<file path="config.mk">
export PLATFORM = sky130hd
export DESIGN_NAME = i2c_slave_reg_seq
export DESIGN_NICKNAME = d
export VERILOG_FILES = /design/src/rtl/i2c_slave_reg_seq.sv
export SDC_FILE = /design/constraint.sdc
export NUM_CORES = 1
export LEC_CHECK = 0
export ABC_AREA = 1
export CAP_MARGIN = 40
export CORE_AREA = 3 3 61 63
export CTS_BUF_LIST = sky130_fd_sc_hd__clkbuf_2 sky130_fd_sc_hd__clkbuf_4 sky130_fd_sc_hd__clkbuf_8
export DETAILED_ROUTE_END_ITERATION = 12
export DIE_AREA = 0 0 64 66
export PLACE_DENSITY = 0.95
export SLEW_MARGIN = 40
export SYNTH_ARGS = -nofsm -noshare
export SYNTH_HDL_FRONTEND = slang
export SYNTH_SLANG_ARGS = --single-unit
</file>
<file path="constraint.sdc">
create_clock -name clk -period 3.7 [get_ports clk]
set_clock_uncertainty 0.15 [all_clocks]
set_input_delay 0.74 -clock clk [delete_from_list [all_inputs] [get_ports clk]]
set_output_delay 0.74 -clock clk [all_outputs]
set_load 0.02 [all_outputs]
</file>
<file path="src/rtl/i2c_slave_reg_seq.sv">
// i2c_slave_reg_seq: turns the I2C slave byte controller into a byte-addressed
// register-file slave ("pointer, then data" protocol).
//   Byte-controller side: cmd_ack/slave_addressed/rx_byte/ack_out/tx_load/bus_stop in;
//                         txr_ok/rxr_ok/ack_in/tx_byte out.
//   Register bus side:    reg_req/reg_wr/reg_addr/reg_wdata out; reg_rdata/reg_ack in.
//   Status:               ovf (dropped received byte pulse), ptr (current pointer).
module i2c_slave_reg_seq #(
  parameter int unsigned AW = 4
) (
  input  logic          clk,
  input  logic          rst,
  input  logic          rx_en,
  input  logic          cmd_ack,
  input  logic          slave_addressed,
  input  logic [7:0]    rx_byte,
  input  logic          ack_out,
  input  logic          tx_load,
  input  logic          bus_stop,
  output logic          txr_ok,
  output logic          rxr_ok,
  output logic          ack_in,
  output logic [7:0]    tx_byte,
  output logic          reg_req,
  output logic          reg_wr,
  output logic [AW-1:0] reg_addr,
  output logic [7:0]    reg_wdata,
  input  logic [7:0]    reg_rdata,
  input  logic          reg_ack,
  output logic          ovf,
  output logic [AW-1:0] ptr
);

  typedef enum logic [2:0] {
    IDLE    = 3'd0,
    W_PTR   = 3'd1,
    W_DATA  = 3'd2,
    W_BUS   = 3'd3,
    R_FETCH = 3'd4,
    R_READY = 3'd5,
    R_SENT  = 3'd6
  } state_t;

  // Bus-level events that restart the sequencer; also the latched-event encoding.
  typedef enum logic [1:0] {
    EV_NONE = 2'd0,
    EV_STOP = 2'd1,
    EV_AE_W = 2'd2,
    EV_AE_R = 2'd3
  } ev_t;

  state_t        state, state_n;
  ev_t           pend, pend_n;
  ev_t           ev, apply;
  logic [AW-1:0] ptr_n;
  logic [7:0]    tx_byte_n, reg_wdata_n;
  logic          txr_ok_n, reg_req_n, reg_wr_n, ovf_n;
  logic          ae, de;

  assign ae       = cmd_ack & slave_addressed;
  assign de       = cmd_ack & ~slave_addressed;
  assign ack_in   = ~rx_en;
  assign rxr_ok   = (state != W_BUS);
  assign reg_addr = ptr;

  // STOP outranks a simultaneous address event.
  always_comb begin
    if (bus_stop)      ev = EV_STOP;
    else if (ae)       ev = rx_byte[0] ? EV_AE_R : EV_AE_W;
    else               ev = EV_NONE;
  end

  // Next-state and registered-output logic.
  always_comb begin
    state_n     = state;
    pend_n      = pend;
    ptr_n       = ptr;
    tx_byte_n   = tx_byte;
    txr_ok_n    = txr_ok;
    reg_req_n   = reg_req;
    reg_wr_n    = reg_wr;
    reg_wdata_n = reg_wdata;
    ovf_n       = 1'b0;
    apply       = EV_NONE;

    case (state)
      // Outstanding write always completes; a bus event is latched until then.
      W_BUS: begin
        if (de) ovf_n = 1'b1;
        if (reg_ack) begin
          reg_req_n = 1'b0;
          ptr_n     = ptr + AW'(1);
          state_n   = W_DATA;
          apply     = (ev != EV_NONE) ? ev : pend;
          pend_n    = EV_NONE;
        end else if (ev != EV_NONE) begin
          pend_n = ev;
        end
      end
      // Outstanding read always completes; data is dropped if an event is pending.
      R_FETCH: begin
        if (reg_ack) begin
          reg_req_n = 1'b0;
          pend_n    = EV_NONE;
          if (ev == EV_NONE && pend == EV_NONE) begin
            tx_byte_n = reg_rdata;
            txr_ok_n  = 1'b1;
            state_n   = R_READY;
          end else begin
            apply = (ev != EV_NONE) ? ev : pend;
          end
        end else if (ev != EV_NONE) begin
          pend_n = ev;
        end
      end
      default: begin
        if (ev != EV_NONE) begin
          apply = ev;
        end else begin
          case (state)
            W_PTR: begin
              if (de) begin
                ptr_n   = rx_byte[AW-1:0];
                state_n = W_DATA;
              end
            end
            W_DATA: begin
              if (de && rx_en) begin
                reg_wdata_n = rx_byte;
                reg_req_n   = 1'b1;
                reg_wr_n    = 1'b1;
                state_n     = W_BUS;
              end
            end
            R_READY: begin
              if (tx_load) begin
                txr_ok_n = 1'b0;
                ptr_n    = ptr + AW'(1);
                state_n  = R_SENT;
              end
            end
            R_SENT: begin
              if (de) begin
                if (!ack_out) begin
                  reg_req_n = 1'b1;
                  reg_wr_n  = 1'b0;
                  state_n   = R_FETCH;
                end else begin
                  state_n = IDLE;
                end
              end
            end
            default: ;
          endcase
        end
      end
    endcase

    // Apply a bus event as if it occurred in IDLE; pointer is always retained.
    case (apply)
      EV_STOP: begin
        state_n  = IDLE;
        txr_ok_n = 1'b0;
      end
      EV_AE_W: begin
        state_n  = W_PTR;
        txr_ok_n = 1'b0;
      end
      EV_AE_R: begin
        state_n   = R_FETCH;
        txr_ok_n  = 1'b0;
        reg_req_n = 1'b1;
        reg_wr_n  = 1'b0;
      end
      default: ;
    endcase
  end

  // State and output registers.
  always_ff @(posedge clk) begin
    if (rst) begin
      state     <= IDLE;
      pend      <= EV_NONE;
      ptr       <= '0;
      tx_byte   <= '0;
      txr_ok    <= 1'b0;
      reg_req   <= 1'b0;
      reg_wr    <= 1'b0;
      reg_wdata <= '0;
      ovf       <= 1'b0;
    end else begin
      state     <= state_n;
      pend      <= pend_n;
      ptr       <= ptr_n;
      tx_byte   <= tx_byte_n;
      txr_ok    <= txr_ok_n;
      reg_req   <= reg_req_n;
      reg_wr    <= reg_wr_n;
      reg_wdata <= reg_wdata_n;
      ovf       <= ovf_n;
    end
  end

endmodule

</file>
==> metrics.txt, run 1 <==
fin crit period=slightly below 3 ns; HP Class=reg2reg; Synth Area in Compound Gates=approximately 16%; synthesized flop and latch total=29; Netlist cell types=26; VDD IR-drop max=0.000283 V; Cells after Synth=between 200 and 250; worst slack at placement=~0.45 ns; io pins=55; vias in the first global route=between 1500 and 2000; Ant. Diodes=0; Synth area leader=dfxtp_1; Logic pwr share=a little over two fifths; core area=~3300 um2; Clk Latency, worst-skew pair=0.33 ns; most used cell, CP=nand2_1; CP Cell Sequence=clkdlybuf4s50_1, nand2_1, o21ai_0, a21o_1, o211ai_1, nand2_1, inv_1, ha_1, inv_1, nor2_1, nand2_1, nand2_1, nand2_1, nand3_1, nand2_1, nor2_1; most area-consuming cells after synthesis=dfxtp_1, nand2_1, nor2_1, o21ai_0, inv_1; Total GRT Usage=a little over 20%; Clk pin slew, worst setup/hold paths=approximately 0.09 ns; postcts setup bufs=0; worst slew pin tran=a little under 0.6 ns; # fillers=277; total CTS buffers=5; placed insts=326; Max Cap Viol=0; DRT Wirelength=about 4000 um; hold path startpoint=txr_ok; worst r2r src=state[2]; Post-Place Cell Area=2120 um2; crit path from=cmd_ack; Post-Layout Cell Count=334; PostCTS Resize Cnt=0; antenna violations before repair=0; Final WS setup=around 0.75 ns; switching power=a little under 0.5 mW; register area=between 500 and 600 um2; proportion of synthesized area in mux cells=0%; Overflow after GRT=0; Iter 0 DRT Violations=approximately 120; Pre-Repair DR Iteration Count=4; H-Tree Depth=2; Static Leak=approximately 1 nW; Peak Freq=about 340 MHz; Synth Area in XOR/XNOR=under 10%; post-synthesis net count=around 270; Multi-input gate area=roughly 830 um2; Pint=0.714 mW; Via Count=1703; CTS Hold Bufs=0; CTS max path bufs=2; Crit path required time=around 3.8 ns; top-area cell type share of the netlist area=a little under two fifths; Worst Path Arrival=~3.1 ns; status=finished clean; global-route wire length before repair=just under 7000 um; unrepaired setup endpoints after global routing=false; die footprint=approximately 4200 um2; Final Cell Area=2200 um2; final hold viol count=0; dpl hpwl=3050 um; # DRC=0; Max Fanout on Critical Path=6; Max stage delay on crit path=about 0.5 ns; setup TNS=0 ns; CTS tree=done; Die Height=66 um; post-synthesis sequential area ratio=36.7%; Synth Area in Adders=approximately 4.0%; NumNets Final=~320; period utilization=about four fifths; Seq pwr share=between 30 and 40%; Net Sw Frac=40.6%; synth warn=0; Post-Synth Simple-Gate Area=roughly 31%; share of cells above drive strength 1=between 8 and 9%; CP Class=in2reg; pin count of the biggest net entering global routing=23; Die Wd=~64 um; final setup fails=0; vias per cell=between 5 and 6; Clk Tree Root Cell=clkbuf_4; Initial Util=between 40% and 50%; FP Rows=21; Startpoint Class=primary input; number of port buffers=54; syn avg cell area=about 6.7 um2; largest family of logic cells by synthesized area=simple AND/OR/NAND/NOR gates; routability cong.=~0.94; crit path max-delay cell type=clkdlybuf4s50_1; Final ANT Viol Nets=0; area delta synth->final=39.3%; Post-Syn Area=1580 um2; PwrDens=approximately 550 nW/um2; Rel. slew slack=around three fifths; clk sinks=29; Max Slew Vio Count=0; wire per inst=approximately 12 um; Clock Power Share=a little under a quarter; Critical Path Sink Type=flop
-- critical path: cells and delay by family --
family                     cells  cell delay [ns]
and+or+nand+nor                9             0.95
buffers and inverters          3             0.64
AOI/OAI and AO/OA              3             0.45
adders and majority gates      1             0.31
-- power groups by stage --
stage | Clock (mW) | Sequential [mW] | Combinational, mW
final | 0.277 | 0.399 | 0.526
after global routing | 0.299 | 0.404 | 0.590
after CTS | 0.282 | 0.397 | 0.522
after detailed placement | 0 | 0.404 | 0.515
after global placement | 0 | 0.402 | 0.493
after floorplan | 0 | 0.403 | 0.372
-- layout by cell type, fill, tap and decap left out, drive strengths merged --
cell	n
xnor2	1
nor3	6
o211ai	3
clkinvlp	1
nor2	45
clkbuf	6
ha	5
inv	29
dfxtp	29
nand3	16
xor2	1
o21ai	29
o22ai	1
a21o	1
a21oi	15
clkdlybuf4s50	54
bufinv	1
nand2	45
-- synth_stat cells (all sizes together) --
cell and count:
nand2 45, nor2 45, dfxtp 29, inv 29, o21ai 29, nand3 16, a21oi 15, buf 8
nor3 6, ha 5, o211ai 3, clkbuf 2, a21o 1, o22ai 1, xnor2 1, xor2 1
-- kinds of logic after synthesis --
group	count (synthesis)
compound gates	49
xor+xnor	2
fa+ha+maj	5
buf+inv	39
flops	29
simple gates	112
-- through the flow --
step                      util [%]  total power [mW]  hold WS (ns)
final                         67.1              1.20         0.326
after global routing          67.1              1.29         0.345
after CTS                     67.1              1.20         0.328
after detailed placement      64.4             0.918         0.313
after global placement        64.4             0.895         0.306
after floorplan                  -             0.775         0.309
-- worst paths after layout --
kind | end | slack [ns] | cells after the start
worst max-delay path | state[2] | 0.75 | 16
worst min-delay path | txr_ok | 0.33 | 2
worst max register to register | state[2] | 1.01 | 15
worst min register to register | txr_ok | 0.33 | 2
-- layer usage --
metal  part of all wire, %  routed length, um  global-route usage (%)
met3                   8.3                338                    5.44
met2                    47               1910                    34.3
met4                   2.8                114                    9.43
met5                     0                  0                       0
met1                    42               1730                    24.4
-- final cells by class --
cell class	count	area share (%)
Clock inverter	2	1.70
Tap cell	46	2.61
Timing Repair Buffer	54	24.5
Clock buffer	6	2.33
Inverter	29	4.94
Multi-Input combinational cell	168	37.6
Sequential cell	29	26.3
-- flip-flops by register name, summed over array words and instances (netlist names) --
register   cells
ovf            1
pend           2
ptr            4
reg_req        1
reg_wdata      8
reg_wr         1
state          3
tx_byte        8
txr_ok         1
No activity file was read; power rests on OpenSTA's default activity.
==> run 2: changes to the inputs <==
--- a/config.mk
+++ b/config.mk
@@ -7,11 +7,11 @@
 export LEC_CHECK = 0
 export ABC_AREA = 1
 export CAP_MARGIN = 40
-export CORE_AREA = 3 3 61 63
+export CORE_AREA = 3 3 63 65
 export CTS_BUF_LIST = sky130_fd_sc_hd__clkbuf_2 sky130_fd_sc_hd__clkbuf_4 sky130_fd_sc_hd__clkbuf_8
 export DETAILED_ROUTE_END_ITERATION = 12
-export DIE_AREA = 0 0 64 66
-export PLACE_DENSITY = 0.95
+export DIE_AREA = 0 0 66 68
+export PLACE_DENSITY = 0.9
 export SLEW_MARGIN = 40
 export SYNTH_ARGS = -nofsm -noshare
 export SYNTH_HDL_FRONTEND = slang
==> constraint.sdc (replaced) <==
create_clock -name clk -period 2.99 [get_ports clk]
set_clock_uncertainty 0.15 [all_clocks]
set_input_delay 0.598 -clock clk [delete_from_list [all_inputs] [get_ports clk]]
set_output_delay 0.598 -clock clk [all_outputs]
set_load 0.02 [all_outputs]
==> run 2 against run 1 <==
- wire length shrank 4.9%
- cell count increased by 1.5%
- highest routed layer unchanged
- clock-buffer cell count did not move
- non-clock buffer count increased by 5
- register-to-register slack got worse by 0.54 ns
- clock power down 17%
==> metrics.txt, run 2 (synthesis gave the netlist of run 1 again) <==
VDD IR-drop max=0.000393 V (+39%); Overflow after GRT=0 (unchanged); total CTS buffers=5 (unchanged); Total GRT Usage=18.6% (-1.9 points); area delta synth->final=39.5%; Max stage delay on crit path=0.49 ns (about the same); PwrDens=621 nW/um2 (+14%); crit path max-delay cell type=clkdlybuf4s50_1; routability cong.=0.873 (-7.4%); global-route wire length before repair=6420 um (-6.9%); setup TNS=0 ns (unchanged); most used cell, CP=nand2_1; PostCTS Resize Cnt=0 (unchanged); Crit path required time=3.06 ns (-0.76 ns); final hold viol count=0 (unchanged); Startpoint Class=primary input; top flop regs=reg_wdata x8, tx_byte x8, ptr x4; fin crit period=2.71 ns; Clk Tree Root Cell=clkbuf_4; Ant. Diodes=0 (unchanged); Clk pin slew, worst setup/hold paths=0.09 ns (about the same); Max Slew Vio Count=0 (unchanged); io pins=55 (unchanged); H-Tree Depth=2 (unchanged); Critical Path Sink Type=flop; HP Class=reg2reg; Die Height=68 um (+3.0%); core area=3390 um2 (+3.2%); postcts setup bufs=0 (unchanged); delay-heaviest family, CP=simple AND/OR/NAND/NOR gates; status=finished clean; Peak Freq=about 370 MHz; Max Cap Viol=0 (unchanged); number of port buffers=54 (unchanged); Buf+Inv Stages, Crit Path=3 (unchanged); vias in the first global route=1467 (-8.1%); Iter 0 DRT Violations=103 (-16%); CP Class=in2reg; worst slew pin tran=0.579 ns (-0.00691 ns); Max Fanout on Critical Path=6 (unchanged); Power, Total=1.37 mW (+14%); CTS Hold Bufs=0 (unchanged); CTS tree=done; pin count of the biggest net entering global routing=23 (unchanged); CTS max path bufs=2 (unchanged); period utilization=roughly 91%; Pre-Repair DR Iteration Count=4 (unchanged); # DRC=0 (unchanged); Static Leak=1.01 nW (+1.6%); Util after Layout=65.2% (-2.0 points); commonest non-fill, non-tap cells in the layout=clkdlybuf4s50_1, nand2_1, nor2_1; Post-Layout Cell Count=339 (+1.5%); most common cell after layout, fill and taps aside=clkdlybuf4s50_1; die footprint=4490 um2 (+6.3%); vias per cell=4.91 (-3.7%); CP Cell Sequence=clkdlybuf4s50_1, nand2_1, o21ai_0, a21o_1, o211ai_1, nand2_1, inv_1, ha_1, inv_1, nor2_1, nand2_1, nand2_1, nand2_1, a21oi_1, nor2_1; antenna violations before repair=0 (unchanged); Initial Util=46.7% (-1.5 points); wire per inst=11.5 um (-6.3%); Final ANT Viol Nets=0 (unchanged); share of cells above drive strength 1=10.2% (+1.6 points); Die Wd=66 um (+3.1%); clk sinks=29 (unchanged); NumNets Final=322 (+1.6%); placed insts=331 (+1.5%); DRT Wirelength=3890 um (-4.9%); Worst Path Arrival=2.78 ns (-0.29 ns); unrepaired setup endpoints after global routing=false; Worst R2R Setup Slack=0.47 ns (-0.54 ns); Via Count=1664 (-2.3%); FP Rows=21 (unchanged); dpl hpwl=2980 um (-2.2%); Clk Latency, worst-skew pair=0.32 ns (about the same); final setup fails=0 (unchanged); Rel. slew slack=61.4% (+0.46 points)
run 2: path summary, 6_finish.rpt:
kind	endpoint	cells after the start	start
setup / recovery	state[2]	15	cmd_ack
hold / removal	reg_wr	2	reg_wr
setup reg to reg	state[2]	15	state[2]
hold reg to reg	reg_wr	2	reg_wr
run 2: metal layers:
metal  track usage [%]  routed length, um
met5                 0                  0
met4              6.09                 50
met3              6.90                318
met2              30.2               1750
met1              22.9               1780
run 2: final cells by class:
class                           count  area [um2]
Inverter                           29         109
Clock buffer                        6        45.0
Clock inverter                      2        10.0
Timing Repair Buffer               59         578
Tap cell                           46        57.6
Multi-Input combinational cell    168         828
Fill cell                         286        1180
Sequential cell                    29         581
run 2: stage by stage:
step / hold slack [ns] / area, um2 / worst slack [ns]
global route: 0.345 / 2210 / 0.0314
floorplan: 0.309 / 1580 / 0.678
CTS: 0.324 / 2210 / 0.306
detailed placement: 0.305 / 2150 / -0.0423
finish: 0.314 / 2210 / 0.282
global placement: 0.306 / 2150 / 0.0571
run 2: power breakdown:
| group | total (mW) | switching (mW) | internal (mW) |
|---|---|---|---|
| Clock | 0.230 | 0.132 | 0.0984 |
| Sequential | 0.493 | 0.0611 | 0.432 |
| Combinational | 0.649 | 0.380 | 0.269 |
run 2: worst reg2reg max path: stages, from the launching register on:
cell	delay, ns
dfxtp_1	0.56
o21ai_1	0.16
nand2_1	0.18
inv_2	0.08
nand2_1	0.06
inv_1	0.05
nor3_1	0.17
buf_4	0.15
inv_1	0.05
ha_1	0.17
nor3_1	0.14
nand3_1	0.10
nand2_1	0.07
nand2_1	0.12
a21oi_1	0.17
nor2_1	0.06
